**config.mk**
```make
export PLATFORM = sky130hd
export DESIGN_NAME = edge_vec_sequencer_flat
export DESIGN_NICKNAME = d
export VERILOG_FILES = /design/src/rtl/fp3d_geom_pkg.sv /design/src/rtl/edge_vec_sequencer_if.sv /design/src/rtl/edge_vec_sequencer_point_sub.sv /design/src/rtl/edge_vec_sequencer.sv /design/src/flat_wrapper.sv
export SDC_FILE = /design/constraint.sdc
export NUM_CORES = 1
export LEC_CHECK = 0
export CAP_MARGIN = 20
export CORE_AREA = 4 4 118 108
export CTS_BUF_LIST = sky130_fd_sc_hd__clkbuf_2
export CTS_CLUSTER_DIAMETER = 50
export DETAILED_ROUTE_END_ITERATION = 10
export DIE_AREA = 0 0 122 112
export DONT_BUFFER_PORTS = 1
export PLACE_DENSITY = 0.54
export REMOVE_ABC_BUFFERS = 1
export SYNTH_ARGS = -nofsm -noshare
export SYNTH_HDL_FRONTEND = slang
export SYNTH_SLANG_ARGS = --single-unit
```
**constraint.sdc**
```tcl
create_clock -name clk_in -period 5.1 [get_ports clk_in]
set_input_delay 1.02 -clock clk_in [delete_from_list [all_inputs] [get_ports clk_in]]
set_output_delay 1.02 -clock clk_in [all_outputs]
set_load 0.005 [all_outputs]
```
**src/rtl/fp3d_geom_pkg.sv**
```systemverilog
//------------------------------------------------------------------------------
// Module  : fp3d_geom_pkg
// Brief   : Shared geometry types and widths for the fp-3D triangle setup path.
// Revision: 1.0 - initial release
//------------------------------------------------------------------------------
`default_nettype none

package fp3d_geom_pkg;

  localparam int MAX_BIT_WIDTH = 6;
  localparam int VEC_W         = MAX_BIT_WIDTH + 1;
  localparam int AREA_W        = 2 * MAX_BIT_WIDTH + 3;

  typedef struct packed {
    logic [MAX_BIT_WIDTH-1:0] x;
    logic [MAX_BIT_WIDTH-1:0] y;
  } point_t;

  typedef struct packed {
    logic signed [VEC_W-1:0] x;
    logic signed [VEC_W-1:0] y;
  } vec_t;

  typedef enum logic [1:0] {
    EDGE_AB = 2'd0,
    EDGE_BC = 2'd1,
    EDGE_CA = 2'd2
  } edge_idx_t;

  typedef enum logic [1:0] {
    IDLE = 2'd0,
    CALC = 2'd1,
    AREA = 2'd2,
    EMIT = 2'd3
  } seq_state_t;

  function automatic logic signed [AREA_W-1:0] sext_area(input logic signed [VEC_W-1:0] v);
    return {{(AREA_W-VEC_W){v[VEC_W-1]}}, v};
  endfunction

endpackage

`default_nettype wire

```
**src/rtl/edge_vec_sequencer_if.sv**
```systemverilog
//------------------------------------------------------------------------------
// Module  : edge_vec_sequencer_if
// Brief   : Triangle-in / edge-vector-out handshake bundle for edge_vec_sequencer.
// Revision: 1.0 - initial release
//------------------------------------------------------------------------------
`default_nettype none

interface edge_vec_sequencer_if;
  import fp3d_geom_pkg::*;

  logic                     tri_valid_in;
  logic                     tri_ready_out;
  logic [MAX_BIT_WIDTH-1:0] v0_x_in, v0_y_in;
  logic [MAX_BIT_WIDTH-1:0] v1_x_in, v1_y_in;
  logic [MAX_BIT_WIDTH-1:0] v2_x_in, v2_y_in;
  logic                     vec_valid_out;
  logic                     vec_ready_in;
  logic signed [VEC_W-1:0]  vec_x_out;
  logic signed [VEC_W-1:0]  vec_y_out;
  edge_idx_t                edge_idx_out;
  logic                     edge_last_out;
  logic                     busy_out;
  logic                     culled_out;

  modport master (
    output tri_valid_in, v0_x_in, v0_y_in, v1_x_in, v1_y_in, v2_x_in, v2_y_in, vec_ready_in,
    input  tri_ready_out, vec_valid_out, vec_x_out, vec_y_out, edge_idx_out,
           edge_last_out, busy_out, culled_out
  );

  modport slave (
    input  tri_valid_in, v0_x_in, v0_y_in, v1_x_in, v1_y_in, v2_x_in, v2_y_in, vec_ready_in,
    output tri_ready_out, vec_valid_out, vec_x_out, vec_y_out, edge_idx_out,
           edge_last_out, busy_out, culled_out
  );

endinterface

`default_nettype wire

```
**src/rtl/edge_vec_sequencer_point_sub.sv**
```systemverilog
//------------------------------------------------------------------------------
// Module  : point_sub
// Brief   : Combinational point difference b - a, zero-extended to a signed vector.
// Revision: 1.0 - initial release
//------------------------------------------------------------------------------
`default_nettype none

module point_sub
  import fp3d_geom_pkg::*;
(
  input  point_t a,
  input  point_t b,
  output vec_t   d
);

  // One extra bit holds any difference of two W-bit unsigned values exactly.
  assign d.x = $signed({1'b0, b.x}) - $signed({1'b0, a.x});
  assign d.y = $signed({1'b0, b.y}) - $signed({1'b0, a.y});

endmodule

`default_nettype wire

```
**src/rtl/edge_vec_sequencer.sv**
```systemverilog
//------------------------------------------------------------------------------
// Module  : edge_vec_sequencer
// Brief   : Computes triangle edge vectors AB, BC, CA with one shared subtractor
//           and streams them out; EDGE_SEQ_CULL_EN adds back-face/degenerate cull.
// Revision: 1.0 - initial release
//------------------------------------------------------------------------------
`default_nettype none

module edge_vec_sequencer
  import fp3d_geom_pkg::*;
(
  input  wire                  clk_in,
  input  wire                  rst_n_in,
  edge_vec_sequencer_if.slave  bus
);

  seq_state_t state, state_nxt;
  logic [1:0] cnt;
  point_t     v0, v1, v2;
  vec_t       vbuf [3];
  point_t     sub_a, sub_b;
  vec_t       sub_d;
  logic       idle, emit, beat, last_cnt, culled;

  assign idle     = (state == IDLE);
  assign emit     = (state == EMIT);
  assign beat     = emit & bus.vec_ready_in;
  assign last_cnt = (cnt == 2'd2);

  // Operand selection walks the edges A->B, B->C, C->A.
  always_comb begin
    sub_a = v0;
    sub_b = v1;
    case (cnt)
      2'd1: begin sub_a = v1; sub_b = v2; end
      2'd2: begin sub_a = v2; sub_b = v0; end
      default: ;
    endcase
  end

  point_sub u_point_sub (
    .a (sub_a),
    .b (sub_b),
    .d (sub_d)
  );

`ifdef EDGE_SEQ_CULL_EN
  logic signed [AREA_W-1:0] area;
  logic                     area_pos;

  assign area     = sext_area(vbuf[0].x) * sext_area(vbuf[1].y)
                  - sext_area(vbuf[0].y) * sext_area(vbuf[1].x);
  assign area_pos = (area > 0);
  assign culled   = (state == AREA) & ~area_pos;
`else
  assign culled   = 1'b0;
`endif

  always_comb begin
    state_nxt = state;
    case (state)
      IDLE: if (bus.tri_valid_in) state_nxt = CALC;
      CALC: begin
        if (last_cnt) begin
`ifdef EDGE_SEQ_CULL_EN
          state_nxt = AREA;
`else
          state_nxt = EMIT;
`endif
        end
      end
`ifdef EDGE_SEQ_CULL_EN
      AREA: state_nxt = area_pos ? EMIT : IDLE;
`else
      AREA: state_nxt = IDLE;
`endif
      EMIT: if (beat && last_cnt) state_nxt = IDLE;
      default: state_nxt = IDLE;
    endcase
  end

  always_ff @(posedge clk_in or negedge rst_n_in) begin
    if (!rst_n_in) state <= IDLE;
    else           state <= state_nxt;
  end

  always_ff @(posedge clk_in or negedge rst_n_in) begin
    if (!rst_n_in) begin
      cnt     <= 2'd0;
      v0      <= '0;
      v1      <= '0;
      v2      <= '0;
      vbuf[0] <= '0;
      vbuf[1] <= '0;
      vbuf[2] <= '0;
    end else begin
      case (state)
        IDLE: begin
          if (bus.tri_valid_in) begin
            v0  <= '{x: bus.v0_x_in, y: bus.v0_y_in};
            v1  <= '{x: bus.v1_x_in, y: bus.v1_y_in};
            v2  <= '{x: bus.v2_x_in, y: bus.v2_y_in};
            cnt <= 2'd0;
          end
        end
        CALC: begin
          vbuf[cnt] <= sub_d;
          cnt       <= last_cnt ? 2'd0 : cnt + 2'd1;
        end
        EMIT: begin
          if (beat) cnt <= last_cnt ? 2'd0 : cnt + 2'd1;
        end
        default: ;
      endcase
    end
  end

  assign bus.tri_ready_out = idle;
  assign bus.busy_out      = ~idle;
  assign bus.vec_valid_out = emit;
  assign bus.vec_x_out     = emit ? vbuf[cnt].x : '0;
  assign bus.vec_y_out     = emit ? vbuf[cnt].y : '0;
  assign bus.edge_idx_out  = emit ? edge_idx_t'(cnt) : EDGE_AB;
  assign bus.edge_last_out = emit & last_cnt;
  assign bus.culled_out    = culled;

endmodule

`default_nettype wire
```
**src/flat_wrapper.sv**
```systemverilog
// flat-port wrapper written by rule: the top's interface ports become plain ports
module edge_vec_sequencer_flat import fp3d_geom_pkg::*;
  (clk_in, rst_n_in, bus_tri_valid_in, bus_v0_x_in, bus_v0_y_in, bus_v1_x_in, bus_v1_y_in, bus_v2_x_in, bus_v2_y_in, bus_vec_ready_in, bus_tri_ready_out, bus_vec_valid_out, bus_vec_x_out, bus_vec_y_out, bus_edge_idx_out, bus_edge_last_out, bus_busy_out, bus_culled_out);
  edge_vec_sequencer_if bus_i ();
  input  wire clk_in;
  input  wire rst_n_in;
  input wire logic [$bits(bus_i.tri_valid_in)-1:0] bus_tri_valid_in;
  input wire logic [$bits(bus_i.v0_x_in)-1:0] bus_v0_x_in;
  input wire logic [$bits(bus_i.v0_y_in)-1:0] bus_v0_y_in;
  input wire logic [$bits(bus_i.v1_x_in)-1:0] bus_v1_x_in;
  input wire logic [$bits(bus_i.v1_y_in)-1:0] bus_v1_y_in;
  input wire logic [$bits(bus_i.v2_x_in)-1:0] bus_v2_x_in;
  input wire logic [$bits(bus_i.v2_y_in)-1:0] bus_v2_y_in;
  input wire logic [$bits(bus_i.vec_ready_in)-1:0] bus_vec_ready_in;
  output wire logic [$bits(bus_i.tri_ready_out)-1:0] bus_tri_ready_out;
  output wire logic [$bits(bus_i.vec_valid_out)-1:0] bus_vec_valid_out;
  output wire logic [$bits(bus_i.vec_x_out)-1:0] bus_vec_x_out;
  output wire logic [$bits(bus_i.vec_y_out)-1:0] bus_vec_y_out;
  output wire logic [$bits(bus_i.edge_idx_out)-1:0] bus_edge_idx_out;
  output wire logic [$bits(bus_i.edge_last_out)-1:0] bus_edge_last_out;
  output wire logic [$bits(bus_i.busy_out)-1:0] bus_busy_out;
  output wire logic [$bits(bus_i.culled_out)-1:0] bus_culled_out;
  assign bus_i.tri_valid_in = bus_tri_valid_in;
  assign bus_i.v0_x_in = bus_v0_x_in;
  assign bus_i.v0_y_in = bus_v0_y_in;
  assign bus_i.v1_x_in = bus_v1_x_in;
  assign bus_i.v1_y_in = bus_v1_y_in;
  assign bus_i.v2_x_in = bus_v2_x_in;
  assign bus_i.v2_y_in = bus_v2_y_in;
  assign bus_i.vec_ready_in = bus_vec_ready_in;
  assign bus_tri_ready_out = bus_i.tri_ready_out;
  assign bus_vec_valid_out = bus_i.vec_valid_out;
  assign bus_vec_x_out = bus_i.vec_x_out;
  assign bus_vec_y_out = bus_i.vec_y_out;
  assign bus_edge_idx_out = bus_i.edge_idx_out;
  assign bus_edge_last_out = bus_i.edge_last_out;
  assign bus_busy_out = bus_i.busy_out;
  assign bus_culled_out = bus_i.culled_out;
  edge_vec_sequencer u_core (.clk_in(clk_in), .rst_n_in(rst_n_in), .bus(bus_i));
endmodule
```
==> results by group, run 1 <==
Floorplanning
  – Die area: 13700 sq um
  – Die Ht: 112 um
  – Chip width: between 100 and 150 um
  – IO Count: 61
  – Initial Utilization: between 30% and 40%
  – # rows: 37
  – Core area: 11400 sq um

Layout
  – Share of layout cells above drive strength 1: between 10% and 20%
  – Synth-to-Final Area Change: 2.38%
  – Post-route cell area: about 4600 sq um
  – Fin nets: roughly 500

Min path
  – HP Class: in -> async

Run
  – Max cap viols: 0

Timing
  – Worst hold slack: ~0.16 ns
  – Final setup skew: 0.0139 ns
  – Least-Margin Pin Slew: approximately 1 ns
  – Fin crit share: a little over two thirds
  – Setup total negative slack: 0 ns
  – Slew Limit Fails: 0
  – Final worst slack: 1.53 ns
  – Max Clk Rate: between 200 and 300 MHz
  – RSZ-0062 raised after global routing: false
  – Max-slew headroom: a little under a third
  – Crit path time final: 3.57 ns
  – Final setup fails: 0
  – Final Hold Vio Count: 0

Clock tree
  – H-tree Lvls: 3
  – CTS sink cnt: slightly above 80
  – CTS clk-pin slew, worst paths: approximately 0.22 ns
  – Num CTS Buffers: 9
  – TritonCTS clock tree: yes
  – Post-CTS setup buffer count: 0
  – Root Driver: clkbuf_2
  – Clk_lat worst skew: between 0.5 and 0.6 ns
  – Clk buf depth: 2
  – # resized after CTS: 0
  – Hold_buf cts: 0

Place
  – Dpl cell area: 4560 sq um
  – Port Buffers: 0
  – Post-Place Setup Slack: between 1.5 and 2 ns
  – Detail Placement HPWL: 6.36 mm
  – Gpl congestion: 0.738

Synth
  – Cell count after synthesis: roughly 450
  – Post-synth EDFFs: 0
  – Count of different cell masters after synthesis: 37
  – Dominant cells by area after synthesis: dfrtp_1, mux2_4, o21ai_0, nand2_1, nor2_1
  – Register area share after synthesis: 45.3%
  – Area share of the largest cell type after synthesis: ~45%
  – #FFs+latches synth: 82
  – Syn_area_per_cell: about 10 sq um
  – Synth area leader: dfrtp_1
  – Yosys warning count: 0
  – Synthesized area: 4530 sq um
  – Top FF cell, synth: dfrtp_1
  – Synth async-reset ratio: 100%
  – Top post-synthesis cells by count: dfrtp_1, nand2_1, nor2_1
  – Most frequent cell after synthesis: dfrtp_1

Global route
  – GRT met1 Usage: 21.8%
  – Busiest layer in global routing: met1
  – Initial antenna violation count: 1
  – Grt ovf: 0
  – Global-route wire length before repair: 15.7 mm
  – GRT met2 Usage: about 20%
  – Largest net degree at the start of global routing: 83
  – Routing usage on met3: around 3.8%
  – All-Layer GR Usage: ~14%
  – Vias in the first global route: 3020

Critical path
  – Reg-to-reg critical path startpoint: u_core.cnt[1]
  – Worst R2R Path Depth: 11
  – Data arrival, critical path: 2.55 ns
  – R2R setup slack: ~1.6 ns
  – Slowest cell delay on critical path: 0.81 ns
  – WS Path Type: reg -> out
  – CP endpoint kind: output pin
  – Crit-path most repeated cell: nor2_1
  – Setup crit start: u_core.cnt[1]
  – Worst-path fanout max: 18
  – Crit-path slowest cell: nor2_1
  – R2R Path End: u_core.vbuf[20]
  – Worst path required time: 4.08 ns
  – Startpoint Class: register
  – CP Cell Sequence: buf_4, inv_1, nor2_1, a21oi_1, nor2_1

Drt
  – Detailed-route DRC error count: 0
  – Detailed Route WL: 9.32 mm
  – WL per Instance: approximately 16 um
  – Antenna Nets Post-Route: 0
  – Starting DRT DRC Count: ~260
  – Vias per std cell: a little over 5
  – Vias: ~3100
  – DR pass1 iterations: 4

Outcome
  – Status: finished clean
critical path, delay by kind of cell, from the launching register on:
kind | cells | cell delay, ns
buf+inv | 2 | 0.37
flops | 1 | 0.37
compound gates | 1 | 0.27
simple gates | 2 | 1.01
cells by family after synthesis:
family	synth area share, %
DFF	45.3
muxes	14.5
adders and majority gates	5.58
and+or+nand+nor	12.5
xor gates and xnor gates	1.16
AOI/OAI and AO/OA	15.6
other	0.0828
buffers and inverters	5.17
per-layer routing:
layer | share of wire, % | vias to the layer above
met5 | 0 | -
met4 | 0.84 | 0
met3 | 5.2 | 4
met2 | 42 | 54
met1 | 52 | 1452
li1 | - | 1541
stage by stage:
step,std cells,util [%]
after floorplan,423,-
after global placement,584,39.9
after detailed placement,584,39.9
after CTS,598,40.5
after global routing,599,40.5
final,599,40.5
worst max-delay path by stage:
stage                             to  slack (ns)
floorplan            u_core.vbuf[20]        1.56
global placement     u_core.vbuf[25]        1.78
detailed placement   u_core.vbuf[18]        1.66
CTS                 bus_vec_x_out[5]        1.45
global route        bus_vec_y_out[6]        1.29
finish              bus_vec_y_out[6]        1.53
layout make-up:
| cell class | count | area [sq um] |
|---|---|---|
| Timing Repair Buffer | 5 | 37.5 |
| Antenna cell | 1 | 2.50 |
| Inverter | 10 | 37.5 |
| Sequential cell | 82 | 2050 |
| Clock buffer | 9 | 45.0 |
| Fill cell | 1176 | 6800 |
| Clock inverter | 5 | 23.8 |
| Multi-Input combinational cell | 331 | 2240 |
| Tap cell | 156 | 195 |
placed cells by master, fill, tap and decap left out, types with 9 or more instances in the layout:
master	instances
nand2_1	58
ha_1	17
inv_1	9
nor2_1	57
mux2_4	30
mux2i_1	14
clkbuf_2	9
dfrtp_1	82
a21oi_1	32
o21ai_0	46
a22oi_1	24
sequential cells by signal (all words and copies together), names as in the netlist:
register and cells:
u_core.cnt 2, u_core.state 2, u_core.v0 12, u_core.v1 12, u_core.v2 12, u_core.vbuf 42
Power of run 1 is not shown: default switching activity piles up to over one toggle a cycle in this logic, so the estimate is an artifact.
==> inputs of run 2 (changes only) <==
- PLACE_DENSITY: 0.54 -> 0.56
- clock period: 5.1 -> 3.1 ns (I/O delays scaled with it)
==> run 2 against run 1 <==
- utilization up 1.2 points
- critical path depth up 5
- critical path type is now reg -> reg
- largest cell class unchanged
- hold slack better by 0.051 ns
- via count up 1.8%
- setup slack worse by 1.3 ns
- clock-buffer cell count up 1
- first-iteration DRC count down 47%
- sequential share of layout area down 1.3 points
- clock skew up 0.0086 ns
==> results by group, run 2 (synthesized netlist as in run 1, its figures left out) <==
Global route
  – Largest net degree at the start of global routing: 83 (unchanged)
  – Vias in the first global route: 3213 (+6.4%)
  – Grt ovf: 0 (unchanged)
  – Global-route wire length before repair: 16.2 mm (+3.5%)
  – All-Layer GR Usage: 14.8% (+0.47 points)
  – Initial antenna violation count: 1 (unchanged)

Floorplanning
  – Die Ht: 112 um (unchanged)
  – # rows: 37 (unchanged)
  – Core area: 11400 sq um (unchanged)
  – Chip width: 122 um (unchanged)
  – Initial Utilization: 39.6% (unchanged)
  – Die area: 13700 sq um (unchanged)
  – IO Count: 61 (unchanged)

Timing
  – Max-slew headroom: 35.3% (+3.8 points)
  – Least-Margin Pin Slew: 0.968 ns (-0.0565 ns)
  – Final setup fails: 0 (unchanged)
  – Max Clk Rate: 352 MHz
  – Crit path time final: approximately 2.8 ns
  – RSZ-0062 raised after global routing: false
  – Fin crit share: just over 90%
  – Final setup skew: 0.0225 ns (+0.00860 ns)
  – Final Hold Vio Count: 0 (unchanged)
  – Slew Limit Fails: 0 (unchanged)

Layout
  – Fin nets: 509 (+2.2%)
  – Most common cell after layout, fill and taps aside: dfrtp_1
  – Final Util: 41.7% (+1.2 points)
  – Largest register FFs: 42 (unchanged)
  – Biggest register: u_core.vbuf
  – Commonest cells after routing, fill and taps aside: dfrtp_1, nand2_1, nor2_1, o21ai_0, a21oi_1
  – Share of layout cells above drive strength 1: 16.5% (+3.1 points)
  – Layout Cells excl Fill: 612 (+2.2%)
  – Synth-to-Final Area Change: 5.45%

Outcome
  – Status: finished clean

Drt
  – Vias: 3107 (+1.8%)
  – Starting DRT DRC Count: 141 (-47%)
  – Detailed Route WL: 9.52 mm (+2.2%)
  – Antenna Nets Post-Route: 0 (unchanged)
  – WL per Instance: 15.6 um (about the same)
  – DR pass1 iterations: 4 (unchanged)
  – Detailed-route DRC error count: 0 (unchanged)
  – Vias per std cell: 5.08 (-0.33%)

Clock tree
  – CTS sink cnt: 82 (unchanged)
  – Num CTS Buffers: 9 (unchanged)
  – CTS clk-pin slew, worst paths: 0.23 ns (about the same)
  – Clk buf depth: 2 (unchanged)
  – Root Driver: clkbuf_2
  – Clk_lat worst skew: 0.53 ns (+0.02 ns)
  – Post-CTS setup buffer count: 0 (unchanged)
  – H-tree Lvls: 3 (unchanged)
  – TritonCTS clock tree: yes

Min path
  – Min-delay src: bus_v1_y_in[0]
  – HP Class: in -> reg

Critical path
  – Data arrival, critical path: 3.24 ns (+0.69 ns)
  – CP endpoint kind: register
  – Startpoint Class: register
  – Reg-to-reg critical path startpoint: u_core.cnt[1]
  – Worst path required time: 3.49 ns (-0.59 ns)
  – Worst-path fanout max: 16 (-2)
  – WS Path Type: reg -> reg
  – Setup crit start: u_core.cnt[1]

Place
  – Placed Cells incl. Taps: 593 (+1.5%)
  – Detail Placement HPWL: 6.76 mm (+6.2%)
  – Gpl congestion: 0.841 (+14%)
  – Port Buffers: 0 (unchanged)

Run
  – Max cap viols: 0 (unchanged)
-- run 2: cell types whose count changed in the layout (fill, tap and decap cells not counted), sizes merged --
cell and delta:
clkbuf +1, dlygate4sd3 +1, buf +10, clkinvlp +1
-- run 2: final cells by class --
| class | instances | area (sq um) |
|---|---|---|
| Clock buffer | 10 | 50.0 |
| Multi-Input combinational cell | 331 | 2260 |
| Clock inverter | 6 | 33.8 |
| Antenna cell | 1 | 2.50 |
| Sequential cell | 82 | 2050 |
| Fill cell | 1131 | 6660 |
| Inverter | 10 | 37.5 |
| Tap cell | 156 | 195 |
| Timing Repair Buffer | 16 | 143 |
-- run 2: worst max-delay path, cell delays in order, from the launching register on --
cell and delay (ns):
dfrtp_1 0.42, inv_1 0.13, ha_2 0.53, buf_4 0.19, nor2_1 0.04, a21o_1 0.18
fa_1 0.46, nand2b_1 0.18, a211oi_1 0.26, o31a_1 0.22, o21ai_0 0.09
-- run 2: metal layers --
metal	wire length, um	GRT usage, %
met4	187	6.20
met5	0	0
met3	469	3.45
met1	4710	21.1
met2	4160	21.6
-- run 2: per-stage QoR --
stage          setup slack [ns]  cell area (sq um)  setup TNS [ns]  hold slack [ns]
6_report                  0.256               4770               0            0.213
2_1_floorplan            -0.439               4330           -8.42            0.324
5_1_grt                  0.0170               4770               0            0.129
3_5_place_dp             0.0984               4630               0            0.326
4_1_cts                  0.0992               4750               0            0.157
3_3_place_gp              0.236               4630               0            0.327
-- run 2: worst paths after layout --
kind / endpoint / slack [ns] / depth (start not counted)
max: u_core.vbuf[41] / 0.26 / 10
min: u_core.v1[0] / 0.21 / 1
max reg2reg: u_core.vbuf[41] / 0.26 / 10
min reg2reg: u_core.vbuf[26] / 0.51 / 2
max in group asynchronous: u_core.v1[3] / 2.15 / 2
min in group asynchronous: u_core.v2[0] / 0.61 / 2
-- run 2: timing repair --
item / CTS / global route
hold buffers: 2 / 0
gates resized for setup: 0 / 5
hold endpoints to repair: 82 / 0
setup endpoints to repair: 0 / 19
Power of run 2 is left out for the same reason.
